**config.mk**
```make
export PLATFORM = sky130hd
export DESIGN_NAME = seq_mult_16bit
export DESIGN_NICKNAME = d
export VERILOG_FILES = /design/src/rtl/mips_pkg.sv /design/src/rtl/cla_16bit.sv /design/src/rtl/seq_mult_16bit.sv
export SDC_FILE = /design/constraint.sdc
export NUM_CORES = 1
export LEC_CHECK = 0
export CAP_MARGIN = 30
export CORE_ASPECT_RATIO = 1.2
export CORE_MARGIN = 2
export CORE_UTILIZATION = 43
export CTS_CLUSTER_SIZE = 20
export DETAILED_ROUTE_END_ITERATION = 6
export PLACE_DENSITY = 0.63
export SETUP_SLACK_MARGIN = 0.05
export SYNTH_ARGS = -nofsm -noshare
export SYNTH_HDL_FRONTEND = slang
export SYNTH_SLANG_ARGS = --single-unit
```
**constraint.sdc**
```tcl
create_clock -name clk -period 3.3 [get_ports clk]
set_input_delay 0.33 -clock clk [delete_from_list [all_inputs] [get_ports clk]]
set_output_delay 0.33 -clock clk [all_outputs]
set_load 0.03 [all_outputs]
```
**src/rtl/mips_pkg.sv**
```systemverilog
// mips_pkg: definitions shared by the MIPS datapath blocks.
//
// Contents used by seq_mult_16bit:
//   MUL_IDLE / MUL_CALC / MUL_DONE  multiplier FSM state encodings (2 bits)
//   MUL_ITER                        number of shift-and-add iterations
//   MUL_CNT_LAST                    value of the 4-bit iteration counter on
//                                   the final iteration
//   mul_step()                      one shift-and-add step of the accumulator
package mips_pkg;

  localparam logic [1:0] MUL_IDLE = 2'd0;
  localparam logic [1:0] MUL_CALC = 2'd1;
  localparam logic [1:0] MUL_DONE = 2'd2;

  localparam int MUL_ITER = 16;

  localparam logic [3:0] MUL_CNT_LAST = 4'(MUL_ITER - 1);

  // One iteration of the accumulator update. When the multiplier bit in
  // acc[0] is set, the adder result (with its carry-out as the new top bit)
  // replaces the high half before the shift; otherwise the accumulator is
  // simply shifted right by one. Keeping the carry in bit 31 is what lets
  // 0xFFFF * 0xFFFF fit in 32 bits.
  function automatic logic [31:0] mul_step(
    input logic [31:0] acc,
    input logic [15:0] sum,
    input logic        c_out
  );
    logic [31:0] result;
    if (acc[0]) begin
      result = {c_out, sum, acc[15:1]};
    end else begin
      result = {1'b0, acc[31:16], acc[15:1]};
    end
    return result;
  endfunction

endpackage

```
**src/rtl/cla_16bit.sv**
```systemverilog
// cla_16bit: 16-bit two-level carry-lookahead adder.
//
// Ports:
//   a, b   in  16  addends
//   c_in   in  1   carry into bit 0
//   sum    out 16  a + b + c_in (low 16 bits)
//   c_out  out 1   carry out of bit 15
//
// Four 4-bit groups each produce a group generate/propagate pair. The group
// carry-ins are computed in one flat lookahead level from those pairs, and
// each group then expands its own internal carries from its group carry-in.
// Internal carries depend only on the group carry-in vector, never on each
// other, so there is no ripple path inside the adder.
module cla_16bit (
  input  logic [15:0] a,
  input  logic [15:0] b,
  input  logic        c_in,
  output logic [15:0] sum,
  output logic        c_out
);

  logic [15:0] g;
  logic [15:0] p;
  logic [15:0] carry;
  logic [3:0]  gg;
  logic [3:0]  pg;
  logic [4:0]  cg;

  assign g = a & b;
  assign p = a ^ b;

  genvar gi;
  generate
    for (gi = 0; gi < 4; gi++) begin : g_grp
      localparam int B = 4 * gi;

      assign carry[B]   = cg[gi];
      assign carry[B+1] = g[B] | (p[B] & cg[gi]);
      assign carry[B+2] = g[B+1]
                        | (p[B+1] & g[B])
                        | (p[B+1] & p[B] & cg[gi]);
      assign carry[B+3] = g[B+2]
                        | (p[B+2] & g[B+1])
                        | (p[B+2] & p[B+1] & g[B])
                        | (p[B+2] & p[B+1] & p[B] & cg[gi]);

      assign gg[gi] = g[B+3]
                    | (p[B+3] & g[B+2])
                    | (p[B+3] & p[B+2] & g[B+1])
                    | (p[B+3] & p[B+2] & p[B+1] & g[B]);
      assign pg[gi] = &p[B+3:B];
    end
  endgenerate

  // Second lookahead level: group carry-ins straight from c_in.
  assign cg[0] = c_in;
  assign cg[1] = gg[0] | (pg[0] & c_in);
  assign cg[2] = gg[1]
               | (pg[1] & gg[0])
               | (pg[1] & pg[0] & c_in);
  assign cg[3] = gg[2]
               | (pg[2] & gg[1])
               | (pg[2] & pg[1] & gg[0])
               | (pg[2] & pg[1] & pg[0] & c_in);
  assign cg[4] = gg[3]
               | (pg[3] & gg[2])
               | (pg[3] & pg[2] & gg[1])
               | (pg[3] & pg[2] & pg[1] & gg[0])
               | (pg[3] & pg[2] & pg[1] & pg[0] & c_in);

  assign sum   = p ^ carry;
  assign c_out = cg[4];

endmodule

```
**src/rtl/seq_mult_16bit.sv**
```systemverilog
// seq_mult_16bit: multi-cycle unsigned 16x16->32 shift-and-add multiplier.
//
// Ports:
//   clk           in  1   rising-edge clock
//   reset         in  1   asynchronous active-high reset
//   start         in  1   start request, honoured only in IDLE
//   multiplicand  in  16  operand A, captured when start is accepted
//   multiplier    in  16  operand B, captured when start is accepted
//   product       out 32  registered A*B, updated only when an operation ends
//   busy          out 1   high while iterating
//   done          out 1   one-cycle pulse in the cycle product is updated
//
// Flow: IDLE -(start)-> CALC (16 iterations) -> DONE (1 cycle) -> IDLE.
// The multiplier is loaded into acc[15:0]; each iteration inspects acc[0],
// optionally adds the multiplicand into the high half via cla_16bit, and
// shifts the whole accumulator right by one. After 16 iterations the
// accumulator holds the full product. Requests arriving in CALC or DONE are
// dropped, not queued. Only WIDTH = 16 is meaningful since the adder is a
// fixed 16-bit instance.
module seq_mult_16bit
  import mips_pkg::*;
#(
  parameter int WIDTH = 16
) (
  input  logic                 clk,
  input  logic                 reset,
  input  logic                 start,
  input  logic [WIDTH-1:0]     multiplicand,
  input  logic [WIDTH-1:0]     multiplier,
  output logic [2*WIDTH-1:0]   product,
  output logic                 busy,
  output logic                 done
);

  logic [1:0]  state;
  logic [31:0] acc;
  logic [15:0] mcand_q;
  logic [3:0]  count;

  logic [15:0] add_sum;
  logic        add_cout;
  logic [31:0] acc_next;

  // High half of the partial product plus the multiplicand; the carry-in is
  // tied low because every step is a plain unsigned add.
  cla_16bit u_cla (
    .a     (acc[31:16]),
    .b     (mcand_q),
    .c_in  (1'b0),
    .sum   (add_sum),
    .c_out (add_cout)
  );

  assign acc_next = mul_step(acc, add_sum, add_cout);

  always_ff @(posedge clk or posedge reset) begin
    if (reset) begin
      state   <= MUL_IDLE;
      acc     <= '0;
      mcand_q <= '0;
      count   <= '0;
      product <= '0;
      busy    <= 1'b0;
      done    <= 1'b0;
    end else begin
      case (state)
        MUL_IDLE: begin
          done <= 1'b0;
          if (start) begin
            mcand_q <= multiplicand[15:0];
            acc     <= {16'h0000, multiplier[15:0]};
            count   <= '0;
            busy    <= 1'b1;
            state   <= MUL_CALC;
          end
        end

        MUL_CALC: begin
          acc   <= acc_next;
          count <= count + 4'd1;
          // The last iteration publishes the shifted value directly, so
          // product never sees a partial result.
          if (count == MUL_CNT_LAST) begin
            product <= acc_next;
            busy    <= 1'b0;
            done    <= 1'b1;
            state   <= MUL_DONE;
          end
        end

        MUL_DONE: begin
          done  <= 1'b0;
          state <= MUL_IDLE;
        end

        default: begin
          busy  <= 1'b0;
          done  <= 1'b0;
          state <= MUL_IDLE;
        end
      endcase
    end
  end

endmodule

```
Yosys cells after proc, flatten, opt, wreduce, memory -nomap -nowiden
Index checks and enable logic that the tools add are counted.

storage, ports and cells
  output and inout port bits = 34
  bits in registers = 88
  input port bits = 35
  logic and storage cells = 139

operators by class
  bitwise gates (word level) = 103
  add/subtract/negate cells = 1
  equality and inequality tests = 5
  muxes and demuxes = 13
  reductions and logical operators = 10

operator list
  kind                                            number
  two-way mux 32 bit                              2
  one-hot mux 32 bit (2 select lines)             1
  AND 1 bit                                       60
  OR 1 bit                                        39
  XOR 16 bit                                      2
  AND 16 bit                                      1
  AND reduction 4 bit                             3
  one-hot mux 4 bit (2 select lines)              1
  AND reduction 2 bit                             4
  adder 4 x 1 -> 4 bit (second input constant)    1
  == test 4 bit (second input constant)           1
  two-way mux 1 bit                               4
  two-way mux 2 bit                               2
  two-way mux 4 bit                               1
  != test 2 bit (second input constant)           2
  one-hot mux 2 bit (2 select lines)              1
  one-hot mux 1 bit (3 select lines)              1
  AND reduction 3 bit                             1
  == test 2 x 1 -> 1 bit (second input constant)  1
  == test 2 bit (second input constant)           1
  zero test 2 bit                                 1
  nonzero test 2 bit                              1
  NOT 1 bit                                       1

Longest topological paths before layout
  depth after elaboration = 13
  gate-level depth with buffers = 11
  mapped depth without buffers = 11

Cells and area by module
A second synthesis with hierarchy kept.

second synthesis, totals
  cells, all modules = 408
  area total of the unflattened synthesis = 4464.3 µm²

modules (own cells, without submodules)
  module          area an instance (µm²)  instances  cells each
  seq_mult_16bit  3739.8                  1          316
  cla_16bit       724.4                   1          92

Worst setup path after synthesis
Ideal clock, no wire load.

  path kind = flip-flop to flip-flop
  start point = register acc[21]
  end point = register acc[27]
  period minus slack after synthesis = 2345 ps
  library setup time = 131 ps
  buffers on the path = 0
  cell stages (with the launch flop) = 10
  setup slack = 955 ps
  data arrival time = 2214 ps
  path through = dfrtp_1 > ha_1 > nand2_2 > nor4b_4 > nor2_1 > o21bai_1 > a41o_1 > fa_1 > mux2i_1 > o21ai_0

between the ends
  longest elaborated chain between the ends = 10
  elaborated cells on any way between the ends = 16
  those cells by class = mux (2); bitwise (13); reduce/logical (1)

ends and longest elaborated chain
  element                                          line                              source
  from (decl)                                      seq_mult_16bit.sv:36              logic [31:0] acc;
  from (signal assigned)                           seq_mult_16bit.sv:71              acc <= {16'h0000, multiplier[15:0]};
  from (signal assigned)                           seq_mult_16bit.sv:79              acc <= acc_next;
  AND 16 bit / XOR 16 bit (equally long branches)  cla_16bit.sv:29, cla_16bit.sv:30
  AND 1 bit (on tied branches)                     cla_16bit.sv:49, cla_16bit.sv:50
  OR 1 bit / AND 1 bit (equally long branches)     cla_16bit.sv:49, cla_16bit.sv:50
  OR 1 bit                                         cla_16bit.sv:50                   | (p[B+3] & p[B+2] & p[B+1] & g[B]);
  AND 1 bit                                        cla_16bit.sv:62                   | (pg[2] & gg[1])
  OR 1 bit                                         cla_16bit.sv:62
  OR 1 bit *                                       cla_16bit.sv:63                   | (pg[2] & pg[1] & gg[0])
  XOR 16 bit *                                     cla_16bit.sv:71                   assign sum = p ^ carry;
  two-way mux 32 bit *                             mips_pkg.sv:30                    if (acc[0]) begin
  one-hot mux 32 bit (2 select lines) *            seq_mult_16bit.sv:66              case (state)

Every way passes the cells marked *; elsewhere a longest branch is shown, timed or not.
A chain may end at the register's enable or synchronous reset.

Final worst setup path
  start point = register acc[21]
  end point = register acc[28]

between the ends
  longest elaborated chain between the ends = 12
  elaborated cells on any way between the ends = 18
  those cells by class = mux (2); bitwise (15); reduce/logical (1)

ends and longest elaborated chain
  element                                          line                              source
  AND 16 bit / XOR 16 bit (equally long branches)  cla_16bit.sv:29, cla_16bit.sv:30
  AND 1 bit (on tied branches)                     cla_16bit.sv:49, cla_16bit.sv:50
  OR 1 bit / AND 1 bit (equally long branches)     cla_16bit.sv:49, cla_16bit.sv:50
  OR 1 bit                                         cla_16bit.sv:50
  AND 1 bit                                        cla_16bit.sv:62
  OR 1 bit                                         cla_16bit.sv:62
  OR 1 bit *                                       cla_16bit.sv:63
  AND 1 bit *                                      cla_16bit.sv:38                   assign carry[B+1] = g[B] | (p[B] & cg[gi]);
  OR 1 bit *                                       cla_16bit.sv:38
  XOR 16 bit *                                     cla_16bit.sv:71
  two-way mux 32 bit *                             mips_pkg.sv:30
  one-hot mux 32 bit (2 select lines) *            seq_mult_16bit.sv:66

Marked as above.

==> impl_metrics.csv <==
group,metric,value,unit
sta,rsz0062_at_grt,"false",
critical_path,arrival,2.85,ns
drt,vias_per_cell,5.29,
drt,drt-initial-drc-count,106,
clock_tree,postCtsSetupRepairBufs,0,
final_layout,final_nets,569,
synth,synthesis.area,4450,sq um
critical_path,cp_max_fo,4,
synth,ys_dominant_reg_cell,"dfrtp_1",
power_and_ir_drop,switching_power,2580,uW
power_and_ir_drop,leakagePower,0.00250,uW
power_and_ir_drop,internal-power,3570,uW
synth,synth_top_area_cell,"dfrtp_1",
clock_tree,cts_hold_buffers,0,
final_layout,finalInstanceArea,5540,sq um
power_and_ir_drop,sequentialPowerShare,0.321,
placed_design,dpl_cell_area,5240,sq um
critical_path,crit_type,"reg2reg",
drt,route.detailed.drc,0,
synth,netlist_instances,453,
synth,yosysMostFrequentCell,"nand2_1",
placed_design,finalWeightedCongestion,0.853,
final_layout,regArea,2200,sq um
floorplanning,core_area,10100,sq um
critical_path,cp-start-kind,"flip-flop",
clock_tree,insertion_delay,0.35,ns
sta,finalCritPeriodShare,0.803,
critical_path,path_cells,"ha_1 -> a21oi_2 -> o22ai_2 -> nor2_1 -> o21bai_1 -> a41o_1 -> fa_1 -> xnor2_1 -> nor2_1 -> a21oi_1 -> o21ai_0",
clock_tree,cts_buffer_depth,2,
critical_path,crit_family,"compound AO/OA/AOI/OAI gates",
sta,final_max_slew_viol_count,0,
final_layout,area_delta_synth_final,24.5,%
floorplanning,dieArea,11200,sq um
sta,tightest_slew,0.783,ns
clock_tree,cts_made_buffers,9,
floorplanning,io_pins,69,
placed_design,port_buffers,68,
sta,finalClockSkew,0.00621,ns
grt,grt_use_total,0.189,
synth,synth_top_area_frac,0.495,
clock_tree,h-tree-depth,3,
synth,synth_seq_cells,88,
drt,wirelength,9890,um
run_status,outcome,"complete, no violations",
power_and_ir_drop,comb_power_share,0.509,
synth,synth-edff-count,0,
drt,detail_route.first_pass.iterations,4,
grt,overflow,0,
sta,period_needed,2.65,ns
grt,grt_start_max_net_pins,89,
floorplanning,num_rows,40,
sta,finalSetupViolCount,0,
sta,timing.fmax,377,MHz
critical_path,slowest_delay,0.40,ns
critical_path,crit_top_cell,"nor2_1",
floorplanning,start_util,0.442,
synth,synth_warnings,0,
sta,slew_headroom,0.478,
floorplanning,die_h,115,um
critical_path,cpMaxStageDelayCell,"dfrtp_1",
clock_tree,cts_num_sinks,88,
power_and_ir_drop,p_sw_frac,0.420,
synth,avgSynthCellArea,9.82,sq um
power_and_ir_drop,ir_drop,439,uV
drt,wl_per_cell,15.3,um
synth,syn-num-nets,509,
final_layout,fillers,930,
synth,yosysSeqAreaShare,0.495,
synth,synth_commonest_cells,"nand2_1, dfrtp_1, o21ai_0",
critical_path,critPathCaptureType,"flip-flop",
final_layout,multi_input_area,2070,sq um
final_layout,insertedDiodeCount,0,
floorplanning,fp.dieW,96.9,um
clock_tree,cts_resized,0,
critical_path,critPathBufInv,0,
drt,ant_nets,0,
synth,synth_cell_types,50,
synth,synth-async-reset-ratio,1.00,
placed_design,post-dp-hpwl,6560,um
final_layout,drive_above_1_share,0.102,
sta,tns,0,ns
power_and_ir_drop,power_density,1110,nW/um^2
final_layout,fin_util,0.551,
critical_path,crit_required,3.50,ns
synth,synth_area_leaders,"dfrtp_1, nand2_1, o21ai_0",
grt,antenna_found_initial,0,
sta,hold_violations,0,
clock_tree,clk_pin_slew,0.07,ns
drt,vias,3405,
worst_hold_path,worstHoldPathType,"in2async",
job,maxCapViolations,0,
clock_tree,cts_tree,"built",
clock_tree,cts_root_buf,"clkbuf_16",
power_and_ir_drop,pwr-share-clk,0.170,
grt,grt_pass1_wl,16800,um
grt,grt_pass1_vias,3475,
[state kept, by name, indices dropped and copies added, names as in the netlist]
name	count
acc	32
busy	1
count	4
done	1
mcand_q	16
product	32
state	2
[power by group through the flow]
| stage | Sequential, uW | Clock (uW) | Combinational [uW] |
|---|---|---|---|
| 6_report | 1980 | 1040 | 3130 |
| 5_1_grt | 2050 | 1110 | 3490 |
| 4_1_cts | 1980 | 1070 | 3160 |
| 3_5_place_dp | 1990 | 0 | 3140 |
| 3_3_place_gp | 1970 | 0 | 3070 |
| 2_1_floorplan | 2200 | 0 | 2030 |
[through the flow]
| step | setup slack (ns) | std cells | power [uW] | hold slack (ns) |
|---|---|---|---|---|
| after floorplan | 0.691 | 453 | 4230 | 0.447 |
| after global placement | 0.777 | 628 | 5040 | 0.461 |
| after detailed placement | 0.714 | 628 | 5130 | 0.461 |
| after CTS | 0.649 | 644 | 6220 | 0.432 |
| after global routing | 0.443 | 644 | 6650 | 0.470 |
| final | 0.649 | 644 | 6150 | 0.400 |
[placed cells by master (no fill, tap or decap), drive strengths merged, types with 5 or more instances in the layout]
cell and n:
a21oi 33, and3b 16, buf 6, clkbuf 9
clkdlybuf4s50 68, dfrtp 88, ha 17, inv 15
mux2 17, mux2i 5, nand2 103, nor2 20
o21ai 59, xnor2 5
[metal layers]
| metal | wire [um] | GRT usage | part of all wire | vias up |
|---|---|---|---|---|
| met3 | 358 | 0.0380 | 0.036 | 18 |
| li1 | - | - | - | 1672 |
| met1 | 4470 | 0.234 | 0.45 | 1645 |
| met4 | 264 | 0.0911 | 0.027 | 0 |
| met5 | 0 | 0 | 0 | - |
| met2 | 4800 | 0.319 | 0.49 | 70 |
[kinds of logic (layout without fill, tap and decap cells)]
logic type,after synthesis,count (layout),share of synthesized area
multiplexers,22,22,0.0560
AND/OR/NAND/NOR,167,167,0.189
XOR/XNOR,7,7,0.0138
AO/OA/AOI/OAI,108,108,0.138
adder cells (fa/ha/maj),21,21,0.0658
flip-flops,88,88,0.495
buffers and inverters,40,105,0.0425
[final timing paths]
check                           cells after the start  slack, ns        from          end
worst min register to register                      2       0.47  product[4]   product[4]
worst min-delay path                                3       0.40       reset  mcand_q[13]
max in group asynchronous                           3       2.52       reset      acc[19]
min in group clk                                    2       0.47  product[4]   product[4]
worst max register to register                     11       0.65     acc[21]      acc[28]
worst max-delay path                               11       0.65     acc[21]      acc[28]
[layout make-up]
cell class	instances	share of cell area
Timing Repair Buffer	74	0.135
Clock inverter	7	0.0147
Multi-Input combinational cell	325	0.373
Sequential cell	88	0.397
Clock buffer	9	0.0406
Tap cell	126	0.0284
Inverter	15	0.0104
[tightest hold or removal path, delay by kind of cell]
family	cells	cell delay (ns)
buf+inv	3	0.83
Note: power is estimated with default switching activity, not from simulation.
==> RTL edit: new RTL, config.mk and constraints unchanged <==
Register the inputs `start`, `multiplicand` and `multiplier` before use. The logic sees them one clock later. Comments in the files are not updated.
--- a/src/rtl/seq_mult_16bit.sv
+++ b/src/rtl/seq_mult_16bit.sv
@@ -31,6 +31,16 @@
   output logic                 busy,
   output logic                 done
 );
+
+  logic start_q;
+  logic [WIDTH-1:0] multiplicand_q;
+  logic [WIDTH-1:0] multiplier_q;
+
+  always_ff @(posedge clk) begin
+    start_q        <= start;
+    multiplicand_q <= multiplicand;
+    multiplier_q   <= multiplier;
+  end
 
   logic [1:0]  state;
   logic [31:0] acc;
@@ -66,9 +76,9 @@
       case (state)
         MUL_IDLE: begin
           done <= 1'b0;
-          if (start) begin
-            mcand_q <= multiplicand[15:0];
-            acc     <= {16'h0000, multiplier[15:0]};
+          if (start_q) begin
+            mcand_q <= multiplicand_q[15:0];
+            acc     <= {16'h0000, multiplier_q[15:0]};
             count   <= '0;
             busy    <= 1'b1;
             state   <= MUL_CALC;
Function: changed (Yosys sat finds a counterexample within 4 cycles, from zero or initial values and one cycle with reset high).
==> RTL edit against the unedited design <==
- synthesized area grew 14%
- sequential share of layout area rose by 4.1 points
- largest power group unchanged
- worst setup slack improved by 0.046 ns
- sequential cell count up 33
- final area up 18%
- count of clock-buffer cells in the layout is 12 higher
- non-clock buffer count is 3 higher
- largest cell class unchanged
- total power rose by 14%
- first-iteration DRC count grew 51%
- wire length grew 11%
- global-route usage is 0.068 points higher
==> RTL edit: results (changes against the unedited design) <==
.. list-table::
   :header-rows: 1

   * - Metric
     - Value
   * - Result of the run
     - finished, final reports clean (unchanged)
   * - Final wirelength
     - 11000 um (was 9890 um)
   * - Number of buffers created by CTS
     - 17 (was 9)
   * - R2r worst-path depth
     - 9 (was 11)
   * - Register area share after synthesis
     - 56.3% (was 49.5%)
   * - Routability Congestion
     - 0.832 (was 0.853)
   * - Gr usage total
     - 18.9% (about the same)
   * - Max stage delay on crit path
     - 0.42 ns (was 0.40 ns)
   * - H-Tree Depth
     - 4 (was 3)
   * - # resized after CTS
     - 0 (unchanged)
   * - Maximum number of pins on one net before global-route repair
     - 50 (was 89)
   * - Cells taking the most area after synthesis
     - sky130_fd_sc_hd__dfrtp_1 43%, sky130_fd_sc_hd__dfxtp_1 13%, sky130_fd_sc_hd__nand2_1 6.5% (was sky130_fd_sc_hd__dfrtp_1 49%, sky130_fd_sc_hd__nand2_1 8.5%, sky130_fd_sc_hd__o21ai_0 5.3%)
   * - First DRT Iteration DRCs
     - 160 (was 106)
   * - Final #Nets
     - 614 (was 569)
   * - Worst VDD drop
     - 0.527 mV (was 0.439 mV)
   * - Layout cell share with drive strength beyond 1
     - 12.3% (was 10.2%)
   * - Layout fillers
     - 1024 (was 930)
   * - Registers with the highest flip-flop counts
     - acc: 32 flops, product: 32 flops (was acc: 32 flops, product: 32 flops, mcand_q: 16 flops)
   * - Max-slew headroom at the worst pin
     - 44.3% (was 47.8%)
   * - Global-route wire length before repair
     - 18300 um (was 16800 um)
   * - Total Neg Setup Slack
     - 0 ns (unchanged)
   * - P_leak
     - 2.86 nW (was 2.50 nW)
   * - Data arrival time of the critical path
     - 2.87 ns (was 2.85 ns)
   * - Clock Latency Late Sink
     - 0.41 ns (was 0.35 ns)
   * - Antenna violations before repair
     - 0 (unchanged)
   * - Iteration count of the initial detailed-routing pass
     - 4 (unchanged)
   * - Fraction of registers with async set/reset
     - 72.7% (was 100%)
   * - Vias in the first global route
     - 3733 (was 3475)
   * - Library cells used by synthesis
     - 53 (was 50)
   * - Worst clock skew
     - 0.00881 ns (was 0.00621 ns)
   * - Inserted Diodes
     - 0 (unchanged)
   * - Synth Net Count
     - 542 (was 509)
   * - Most instantiated cells after synthesis
     - 88 x sky130_fd_sc_hd__dfrtp_1, 88 x sky130_fd_sc_hd__nand2_1, 52 x sky130_fd_sc_hd__o21ai_0, 33 x sky130_fd_sc_hd__dfxtp_1, 29 x sky130_fd_sc_hd__a21oi_1 (was 101 x sky130_fd_sc_hd__nand2_1, 88 x sky130_fd_sc_hd__dfrtp_1, 47 x sky130_fd_sc_hd__o21ai_0, 30 x sky130_fd_sc_hd__a21oi_1, 20 x sky130_fd_sc_hd__nor2_1)
   * - Highest-delay cell along the critical path
     - sky130_fd_sc_hd__fa_1 (was sky130_fd_sc_hd__dfrtp_1)
   * - Detailed placer's ending HPWL
     - 7180 um (was 6560 um)
   * - Via count normalized by instance count
     - 5.09 (was 5.29)
==> RTL edit: layout make-up <==
class | instances | share of cell area (%)
Multi-Input combinational cell | 326 | 31.6
Clock buffer | 21 | 7.20
Clock inverter | 11 | 1.86
Timing Repair Buffer | 77 | 11.6
Sequential cell | 121 | 43.8
Inverter | 15 | 0.881
Tap cell | 157 | 3.01
==> RTL edit: per-layer routing <==
layer	vias to the layer above	track usage (%)	routed length, um
met5	-	0	0
li1	1822	-	-
met1	1795	24.2	4890
met4	0	5.67	133
met2	75	31.7	5530
met3	10	4.64	400
==> RTL edit: worst paths after layout <==
check | startpoint | to | slack (ns)
worst max-delay path | acc[21]$_DFFE_PP0P_ | product[27]$_DFFE_PP0P_ | 0.70
worst min-delay path | reset | product[12]$_DFFE_PP0P_ | 0.33
worst max register to register | acc[21]$_DFFE_PP0P_ | product[27]$_DFFE_PP0P_ | 0.70
worst min register to register | multiplicand_q[4]$_DFF_P_ | mcand_q[4]$_DFFE_PP0P_ | 0.43
max in group asynchronous | reset | mcand_q[0]$_DFFE_PP0P_ | 2.27
min in group clk | multiplier[6] | multiplier_q[6]$_DFF_P_ | 0.36
==> RTL edit: kinds of logic after synthesis <==
family | Yosys count | share of synthesized area [%]
xor gates and xnor gates | 7 | 1.21
and+or+nand+nor | 153 | 14.5
buffers and inverters | 39 | 3.10
AOI/OAI and AO/OA | 125 | 14.6
muxes | 20 | 4.48
DFF | 121 | 56.3
adders and majority gates | 21 | 5.76
==> RTL edit: critical path: cells and delay by family, from the launching register on <==
| family | cells | cell delay (ns) |
|---|---|---|
| adder cells (fa/ha/maj) | 2 | 0.81 |
| AO/OA/AOI/OAI | 3 | 0.52 |
| multiplexers | 1 | 0.17 |
| AND/OR/NAND/NOR | 3 | 0.58 |
| flip-flops | 1 | 0.40 |
==> RTL edit: through the flow <==
| stage | utilization [%] | std cells | power (mW) | cell area (um^2) | setup WS (ns) |
|---|---|---|---|---|---|
| floorplan | - | 486 | 4.34 | 5090 | 0.691 |
| CTS | 56.5 | 728 | 7.07 | 6540 | 0.720 |
| global route | 56.5 | 728 | 7.52 | 6540 | 0.503 |
| global placement | 51.4 | 696 | 5.12 | 5940 | 0.816 |
| finish | 56.5 | 728 | 7.01 | 6540 | 0.696 |
| detailed placement | 51.4 | 696 | 5.21 | 5940 | 0.743 |
==> RTL edit: power breakdown <==
part | switching [mW] | leakage [nW] | internal, mW | total [mW]
Sequential | 0.354 | 1.40 | 1.97 | 2.33
Clock | 0.642 | 0.277 | 1.17 | 1.81
Combinational | 1.63 | 1.18 | 1.24 | 2.87
Total | 2.62 | 2.86 | 4.38 | 7.01
